==> src/rtl/neuron_train_seq.sv <==
// Training sequencer for a single sigmoid neuron: replays a sample buffer through
// FP/BP phase strobes for a programmed number of epochs, accumulating |dZ| as loss.
module neuron_train_seq #(
  parameter int N         = 2,
  parameter int BITS      = 16,
  parameter int DEPTH     = 16,
  parameter int FP_CYCLES = 8,
  parameter int BP_CYCLES = 8,
  parameter int LOSS_W    = 24,
  localparam int IW = (DEPTH > 1) ? $clog2(DEPTH) : 1
)(
  input  logic                clk,
  input  logic                rst,
  input  logic                ld_clear,
  input  logic                ld_valid,
  output logic                ld_ready,
  input  logic [N*BITS-1:0]   ld_x,
  input  logic [BITS-1:0]     ld_y,
  input  logic                start,
  input  logic [7:0]          epochs,
  output logic                FP,
  output logic                BP,
  output logic [N*BITS-1:0]   x,
  output logic [BITS-1:0]     y_true,
  input  logic [BITS-1:0]     y_in,
  input  logic [BITS-1:0]     dz_in,
  output logic [BITS-1:0]     y_last,
  output logic                busy,
  output logic                done,
  output logic [IW-1:0]       sample_idx,
  output logic [7:0]          epoch_cnt,
  output logic [LOSS_W-1:0]   loss,
  output logic                loss_valid
);
  localparam int CW   = $clog2(DEPTH + 1);
  localparam int PMAX = (FP_CYCLES > BP_CYCLES) ? FP_CYCLES : BP_CYCLES;
  localparam int PW   = $clog2(PMAX + 1);

  localparam logic [2:0] S_IDLE = 3'd0, S_FWD  = 3'd1, S_GAP1 = 3'd2, S_BWD = 3'd3,
                         S_GAP2 = 3'd4, S_NEXT = 3'd5, S_DONE = 3'd6;

  logic [2:0]        state_q, state_d;
  logic [PW-1:0]     ph_q, ph_d;
  logic [CW-1:0]     count_q, count_d;
  logic [IW-1:0]     idx_q, idx_d;
  logic [7:0]        epoch_q, epoch_d, e_q, e_d;
  logic [LOSS_W-1:0] acc_q, acc_d, loss_q, loss_d;
  logic              lv_q, lv_d;
  logic [N*BITS-1:0] x_q, x_d;
  logic [BITS-1:0]   yt_q, yt_d, yl_q, yl_d;

  logic [N*BITS-1:0] mem_x [DEPTH];
  logic [BITS-1:0]   mem_y [DEPTH];

  logic              idle, wr_en, last_fp, last_bp, more_samples, more_epochs;
  logic [BITS-1:0]   dz_abs;
  logic [LOSS_W:0]   acc_sum;
  logic [IW-1:0]     idx_inc;

  assign idle     = (state_q == S_IDLE);
  assign ld_ready = idle && (count_q < CW'(DEPTH));
  assign wr_en    = ld_valid && ld_ready && !ld_clear;

  // Buffer contents are don't-care after reset, so no reset on the storage.
  always_ff @(posedge clk) begin
    if (wr_en) begin
      mem_x[count_q[IW-1:0]] <= ld_x;
      mem_y[count_q[IW-1:0]] <= ld_y;
    end
  end

  // Most negative input has no positive twin; clamp it to the largest positive.
  always_comb begin
    dz_abs = dz_in;
    if (dz_in[BITS-1])
      dz_abs = (dz_in[BITS-2:0] == '0) ? {1'b0, {(BITS-1){1'b1}}} : -dz_in;
  end

  assign acc_sum      = {1'b0, acc_q} + (LOSS_W+1)'(dz_abs);
  assign last_fp      = (ph_q == PW'(FP_CYCLES - 1));
  assign last_bp      = (ph_q == PW'(BP_CYCLES - 1));
  assign idx_inc      = idx_q + IW'(1);
  assign more_samples = (CW'(idx_q) + CW'(1)) < count_q;
  assign more_epochs  = (9'(epoch_q) + 9'd1) < 9'(e_q);

  always_comb begin
    state_d = state_q;
    ph_d    = ph_q;
    count_d = count_q;
    idx_d   = idx_q;
    epoch_d = epoch_q;
    e_d     = e_q;
    acc_d   = acc_q;
    loss_d  = loss_q;
    lv_d    = 1'b0;
    x_d     = x_q;
    yt_d    = yt_q;
    yl_d    = yl_q;
    case (state_q)
      S_IDLE: begin
        if (ld_clear)   count_d = '0;
        else if (wr_en) count_d = count_q + CW'(1);
        if (start) begin
          if (count_q == '0 || epochs == 8'd0) begin
            state_d = S_DONE;
          end else begin
            e_d     = epochs;
            idx_d   = '0;
            epoch_d = 8'd0;
            acc_d   = '0;
            ph_d    = '0;
            x_d     = mem_x[0];
            yt_d    = mem_y[0];
            state_d = S_FWD;
          end
        end
      end
      S_FWD: begin
        if (last_fp) begin
          ph_d    = '0;
          yl_d    = y_in;
          state_d = S_GAP1;
        end else begin
          ph_d = ph_q + PW'(1);
        end
      end
      S_GAP1: state_d = S_BWD;
      S_BWD: begin
        if (last_bp) begin
          ph_d    = '0;
          acc_d   = acc_sum[LOSS_W] ? '1 : acc_sum[LOSS_W-1:0];
          state_d = S_GAP2;
        end else begin
          ph_d = ph_q + PW'(1);
        end
      end
      S_GAP2: state_d = S_NEXT;
      S_NEXT: begin
        if (more_samples) begin
          idx_d   = idx_inc;
          x_d     = mem_x[idx_inc];
          yt_d    = mem_y[idx_inc];
          state_d = S_FWD;
        end else begin
          loss_d  = acc_q;
          lv_d    = 1'b1;
          acc_d   = '0;
          epoch_d = epoch_q + 8'd1;
          idx_d   = '0;
          x_d     = mem_x[0];
          yt_d    = mem_y[0];
          state_d = more_epochs ? S_FWD : S_DONE;
        end
      end
      S_DONE:  state_d = S_IDLE;
      default: state_d = S_IDLE;
    endcase
  end

  always_ff @(posedge clk or posedge rst) begin
    if (rst) begin
      state_q <= S_IDLE;
      ph_q    <= '0;
      count_q <= '0;
      idx_q   <= '0;
      epoch_q <= '0;
      e_q     <= '0;
      acc_q   <= '0;
      loss_q  <= '0;
      lv_q    <= 1'b0;
      x_q     <= '0;
      yt_q    <= '0;
      yl_q    <= '0;
    end else begin
      state_q <= state_d;
      ph_q    <= ph_d;
      count_q <= count_d;
      idx_q   <= idx_d;
      epoch_q <= epoch_d;
      e_q     <= e_d;
      acc_q   <= acc_d;
      loss_q  <= loss_d;
      lv_q    <= lv_d;
      x_q     <= x_d;
      yt_q    <= yt_d;
      yl_q    <= yl_d;
    end
  end

  // Strobes decode straight from state so an async reset drops them at once.
  assign FP         = (state_q == S_FWD);
  assign BP         = (state_q == S_BWD);
  assign busy       = !idle;
  assign done       = (state_q == S_DONE);
  assign x          = x_q;
  assign y_true     = yt_q;
  assign y_last     = yl_q;
  assign sample_idx = idx_q;
  assign epoch_cnt  = epoch_q;
  assign loss       = loss_q;
  assign loss_valid = lv_q;

endmodule

==> config.mk <==
export PLATFORM = sky130hd
export DESIGN_NAME = neuron_train_seq
export DESIGN_NICKNAME = d
export VERILOG_FILES = /design/src/rtl/neuron_train_seq.sv
export SDC_FILE = /design/constraint.sdc
export NUM_CORES = 1
export LEC_CHECK = 0
export ABC_AREA = 1
export BUFFER_PORTS_ARGS = -buffer_cell sky130_fd_sc_hd__buf_2
export CAP_MARGIN = 20
export CORE_ASPECT_RATIO = 0.7
export CORE_MARGIN = 3
export CORE_UTILIZATION = 55
export CTS_CLUSTER_SIZE = 24
export DETAILED_ROUTE_END_ITERATION = 8
export GPL_TIMING_DRIVEN = 0
export PLACE_DENSITY_LB_ADDON = 0.15
export SETUP_SLACK_MARGIN = 0.4
export SYNTH_ARGS = -nofsm -noshare
export SYNTH_HDL_FRONTEND = slang
export SYNTH_SLANG_ARGS = --single-unit
==> constraint.sdc <==
create_clock -name clk -period 4.7 [get_ports clk]
set_clock_uncertainty 0.05 [all_clocks]
set_input_delay 0.47 -clock clk [delete_from_list [all_inputs] [get_ports clk]]
set_output_delay 0.47 -clock clk [all_outputs]
set_load 0.01 [all_outputs]
==> insert_results.sql <==
INSERT INTO impl_metrics (metric_group, metric, value, unit) VALUES
('outcome', 'run_status', 'finished, final reports clean', ''),
('critical_path', 'worstSetupStartpoint', 'sample_idx[0]', ''),
('clocking', 'clock_latency_reported_for_the_late_side_of_the_worst_skew_pair', '0.65', 'ns'),
('flow_run', 'max_cap_viol_count', '0', ''),
('critical_path', 'rrSetupSlack', '0.48', 'ns'),
('synthesis', 'syn_inst', '3640', ''),
('synthesis', 'post_synth_instance_area', '38800', 'um2'),
('place', 'detailedPlacementHpwl', '76300', 'um'),
('route', 'drt_drc_violations_left', '0', ''),
('route', 'route.detailed.vias_per_inst', '5.78', ''),
('route', 'wl', '111000', 'um'),
('clocking', 'clock_tree.buffer_depth', '3', ''),
('finish', 'nFillCells', '5414', ''),
('timing', 'tns', '0', 'ns'),
('global_route', 'global_route_wire_length_before_repair', '164000', 'um'),
('synthesis', 'flip_flop_and_latch_count_after_synthesis', '913', ''),
('route', 'wl_per_cell', '22.4', 'um'),
('clocking', 'clock_tree.htree_level_count', '3', ''),
('timing', 'finalSetupViolCount', '0', ''),
('worst_hold_path', 'hold_critical_path_depth', '3', ''),
('place', 'dpl_cell_area', '41600', 'um2'),
('critical_path', 'crit_required', '5.21', 'ns'),
('timing', 'hold_violations', '0', ''),
('synthesis', 'synthesis.area_per_instance', '10.6', 'um2'),
('floorplanning', 'fp.dieW', '323', 'um'),
('place', 'gp_routability_congestion', '0.934', ''),
('place', 'post-place-cells', '4770', ''),
('finish', 'final_cell_count_no_fill', '4947', ''),
('synthesis', 'yosys_warnings', '0', ''),
('floorplanning', 'die_y', '228', 'um'),
('critical_path', 'largest_fanout_on_the_critical_path', '10', ''),
('power_and_ir_drop', 'vdd_drop_max', '0.438', 'mV'),
('place', 'port_buffers', '198', ''),
('route', 'route.vias.total', '28600', ''),
('critical_path', 'critPathKind', 'flop to flop', ''),
('timing', 'rsz0062_at_grt', 'true', ''),
('route', 'detailed_routing_iteration_count_for_the_pre_antenna_repair_pass', '6', ''),
('critical_path', 'r2r.worst_path.cells', '15', ''),
('floorplanning', 'core_region_area', '69000', 'um2'),
('route', 'initialDrtViolationCount', '3815', ''),
('global_route', 'via_count_of_the_first_global_routing_pass', '26000', ''),
('clocking', 'clock-sinks', '913', ''),
('clocking', 'numCtsBuffers', '86', ''),
('critical_path', 'kind_of_end_point_of_the_critical_path', 'flop', ''),
('timing', 'timing.final.crit_period', '4.22', 'ns'),
('synthesis', 'sequential_fraction_of_the_synthesis_area', '68.9', '%'),
('floorplanning', 'io-pin-count', '199', ''),
('finish', 'synthToLayoutAreaGrowth', '14.9', '%'),
('floorplanning', 'design.die.area', '73800', 'um2'),
('synthesis', 'synth_fp_nets', '3771', ''),
('critical_path', 'worstSetupStartpointType', 'flop', ''),
('clocking', 'cts_root_buf', 'sky130_fd_sc_hd__clkbuf_16', ''),
('timing', 'slew_viol_final', '0', ''),
('timing', 'top_achievable_clock_speed', '237', 'MHz'),
('power_and_ir_drop', 'power.density_cell_area', '380', 'nW/um2'),
('timing', 'relSlewSlack', '22.0', '%'),
('power_and_ir_drop', 'power.leakage', '17.5', 'nW'),
('floorplanning', 'floorplan.initialDensity', '56.2', '%'),
('finish', 'fraction_of_final_layout_cells_with_drive_strength_greater_than_1', '11.5', '%'),
('critical_path', 'worst-endpoint-arrival', '4.73', 'ns'),
('global_route', 'grt_max_degree', '39', ''),
('timing', 'tightest_pin_transition', '1.17', 'ns'),
('synthesis', 'synth_top_area_share', '59.5', '%'),
('route', 'drtAntennaViolNets', '0', ''),
('floorplanning', 'placement_rows', '80', ''),
('finish', 'finish.net_count', '4107', ''),
('synthesis', 'synth_top_cell_by_area', 'sky130_fd_sc_hd__edfxtp_1', ''),
('worst_hold_path', 'holdCritPathClass', 'primary input to flop', ''),
('worst_hold_path', 'hold_path_startpoint', 'epochs[5]', ''),
('global_route', 'antenna_violations_before_repair', '1', ''),
('synthesis', 'synth_top_cells_by_area', 'sky130_fd_sc_hd__edfxtp_1 (59%), sky130_fd_sc_hd__nand2_1 (13%), sky130_fd_sc_hd__dfrtp_1 (9.4%), sky130_fd_sc_hd__nand3_1 (8.9%), sky130_fd_sc_hd__o21ai_0 (1.6%)', ''),
('clocking', 'cts_tree', 'yes', ''),
('finish', 'final_cell_area', '44600', 'um2'),
('global_route', 'grt.total_usage', '29.8', '%'),
('clocking', 'clock_transition_at_path_regs', '0.06', 'ns'),
('timing', 'finalCritPeriodShare', '89.9', '%'),
('synthesis', 'post_synth_num_cell_types', '31', ''),
('global_route', 'globalRoute.totalOverflow', '0', ''),
('critical_path', 'r2r_start', 'sample_idx[0]', '');
timing repair:
action / in CTS / in global routing
buffers inserted: 1 / 1
pin swaps: 1 / 1
gates resized for setup: 12 / 9
setup endpoints to repair: 109 / 87
hold buffers: 18 / 0
endpoints found under the hold margin: 28 / 0
through the flow:
step	setup slack [ns]	power (mW)	utilization [%]	hold WS, ns
6_report	0.477	16.9	64.6	0.0250
2_1_floorplan	0.725	9.85	-	0.403
5_1_grt	0.394	17.4	64.6	0.0139
3_5_place_dp	-0.550	10.3	60.3	0.404
4_1_cts	0.375	16.9	64.6	0.00452
3_3_place_gp	-1.47	10.2	59.3	0.402
synthesized netlist by cell type, drive strengths merged:
master and instances:
o22ai 4, nand3 690, a21oi 18, nand4 14, o21ai 156, nand3b 5, o211ai 2, mux2 16
and2 1, and3 1, nor3 14, a31oi 1, fa 1, clkbuf 114, dfrtp 145, edfxtp 768
xnor2 10, a21o 1, buf 78, or2 7, ha 37, inv 139, xor2 9, nor2 79
nand2 1330
sequential cells by signal (all words and copies together) (netlist names), 5 cells and up:
register and flops:
acc_q 24, count_q 5, e_q 8, epoch_cnt 8, loss 24, mem_x 512
mem_y 256, x 32, y_last 16, y_true 16
where the power goes:
group / internal (mW) / total (mW) / switching [mW]
registers: 8.86 / 8.94 / 0.0808
clock network: 3.78 / 6.77 / 2.98
logic: 0.399 / 1.22 / 0.820
path summary, 6_finish.rpt:
path	endpoint
worst min-delay path	e_q[5]
min in group asynchronous	loss[6]
worst min register to register	loss[0]
worst max-delay path	y_true[10]
max in group asynchronous	y_true[4]
worst max register to register	y_true[10]
final cells by class:
type / count / area (um2) / share of cell area [%]
inverter: 139 / 531 / 1.19
buffer: 192 / 810 / 1.82
clock buffer: 126 / 2450 / 5.49
clock inverter: 30 / 253 / 0.567
multi-input combinational: 2396 / 10900 / 24.5
sequential: 913 / 26700 / 59.9
antenna: 1 / 2.50 / 0.00562
tap: 902 / 1130 / 2.53
timing repair buffer: 248 / 1770 / 3.98
critical path, stage by stage, from the launching register on:
cell	delay [ns]
sky130_fd_sc_hd__dfrtp_1	0.43
sky130_fd_sc_hd__buf_2	0.35
sky130_fd_sc_hd__nand3_1	0.25
sky130_fd_sc_hd__xor2_4	0.38
sky130_fd_sc_hd__inv_2	0.19
sky130_fd_sc_hd__clkbuf_2	0.34
sky130_fd_sc_hd__ha_1	0.37
sky130_fd_sc_hd__nand2_1	0.09
sky130_fd_sc_hd__inv_1	0.05
sky130_fd_sc_hd__nand2_1	0.09
sky130_fd_sc_hd__nand4_4	0.25
sky130_fd_sc_hd__inv_6	0.26
sky130_fd_sc_hd__clkbuf_4	0.32
sky130_fd_sc_hd__clkbuf_2	0.30
sky130_fd_sc_hd__o21ai_0	0.21
sky130_fd_sc_hd__o21ai_1	0.18
cells by family after synthesis:
logic type,share of synthesized area (%)
muxes,0.465
xor gates and xnor gates,0.429
buffers and inverters,3.40
adders and majority gates,1.25
AOI/OAI and AO/OA,2.39
and+or+nand+nor,23.2
DFF,68.9
routing by layer:
metal / part of all wire [%] / wire (um) / GRT usage (%) / vias to the layer above
met5: 0 / 0 / 0 / -
met4: 2.2 / 2430 / 7.47 / 0
met3: 12 / 13100 / 6.54 / 165
met2: 42 / 46900 / 42.5 / 1596
met1: 44 / 48200 / 46.6 / 13600
li1: - / - / - / 13200
cell usage in the layout (no fill, tap or decap), types with 7 or more instances in the layout:
master                          count
sky130_fd_sc_hd__clkbuf_16         89
sky130_fd_sc_hd__clkbuf_2           9
sky130_fd_sc_hd__ha_1              37
sky130_fd_sc_hd__edfxtp_1         768
sky130_fd_sc_hd__buf_12            29
sky130_fd_sc_hd__xnor2_1           10
sky130_fd_sc_hd__clkbuf_1         134
sky130_fd_sc_hd__o21ai_0          124
sky130_fd_sc_hd__clkbuf_8           8
sky130_fd_sc_hd__or2_2              7
sky130_fd_sc_hd__buf_1             20
sky130_fd_sc_hd__nand2_1         1329
sky130_fd_sc_hd__a21oi_1           18
sky130_fd_sc_hd__nand3_1          690
sky130_fd_sc_hd__clkinv_2          12
sky130_fd_sc_hd__dfrtp_1          145
sky130_fd_sc_hd__clkinv_1           8
sky130_fd_sc_hd__mux2_2            16
sky130_fd_sc_hd__inv_1            134
sky130_fd_sc_hd__dlygate4sd3_1     18
sky130_fd_sc_hd__xor2_1             7
sky130_fd_sc_hd__nor2_1            62
sky130_fd_sc_hd__nand4_1           13
sky130_fd_sc_hd__buf_2            254
sky130_fd_sc_hd__o21ai_1           32
sky130_fd_sc_hd__nor2_4            17
sky130_fd_sc_hd__nor3_1            13
(Power assumes the default switching activity.)
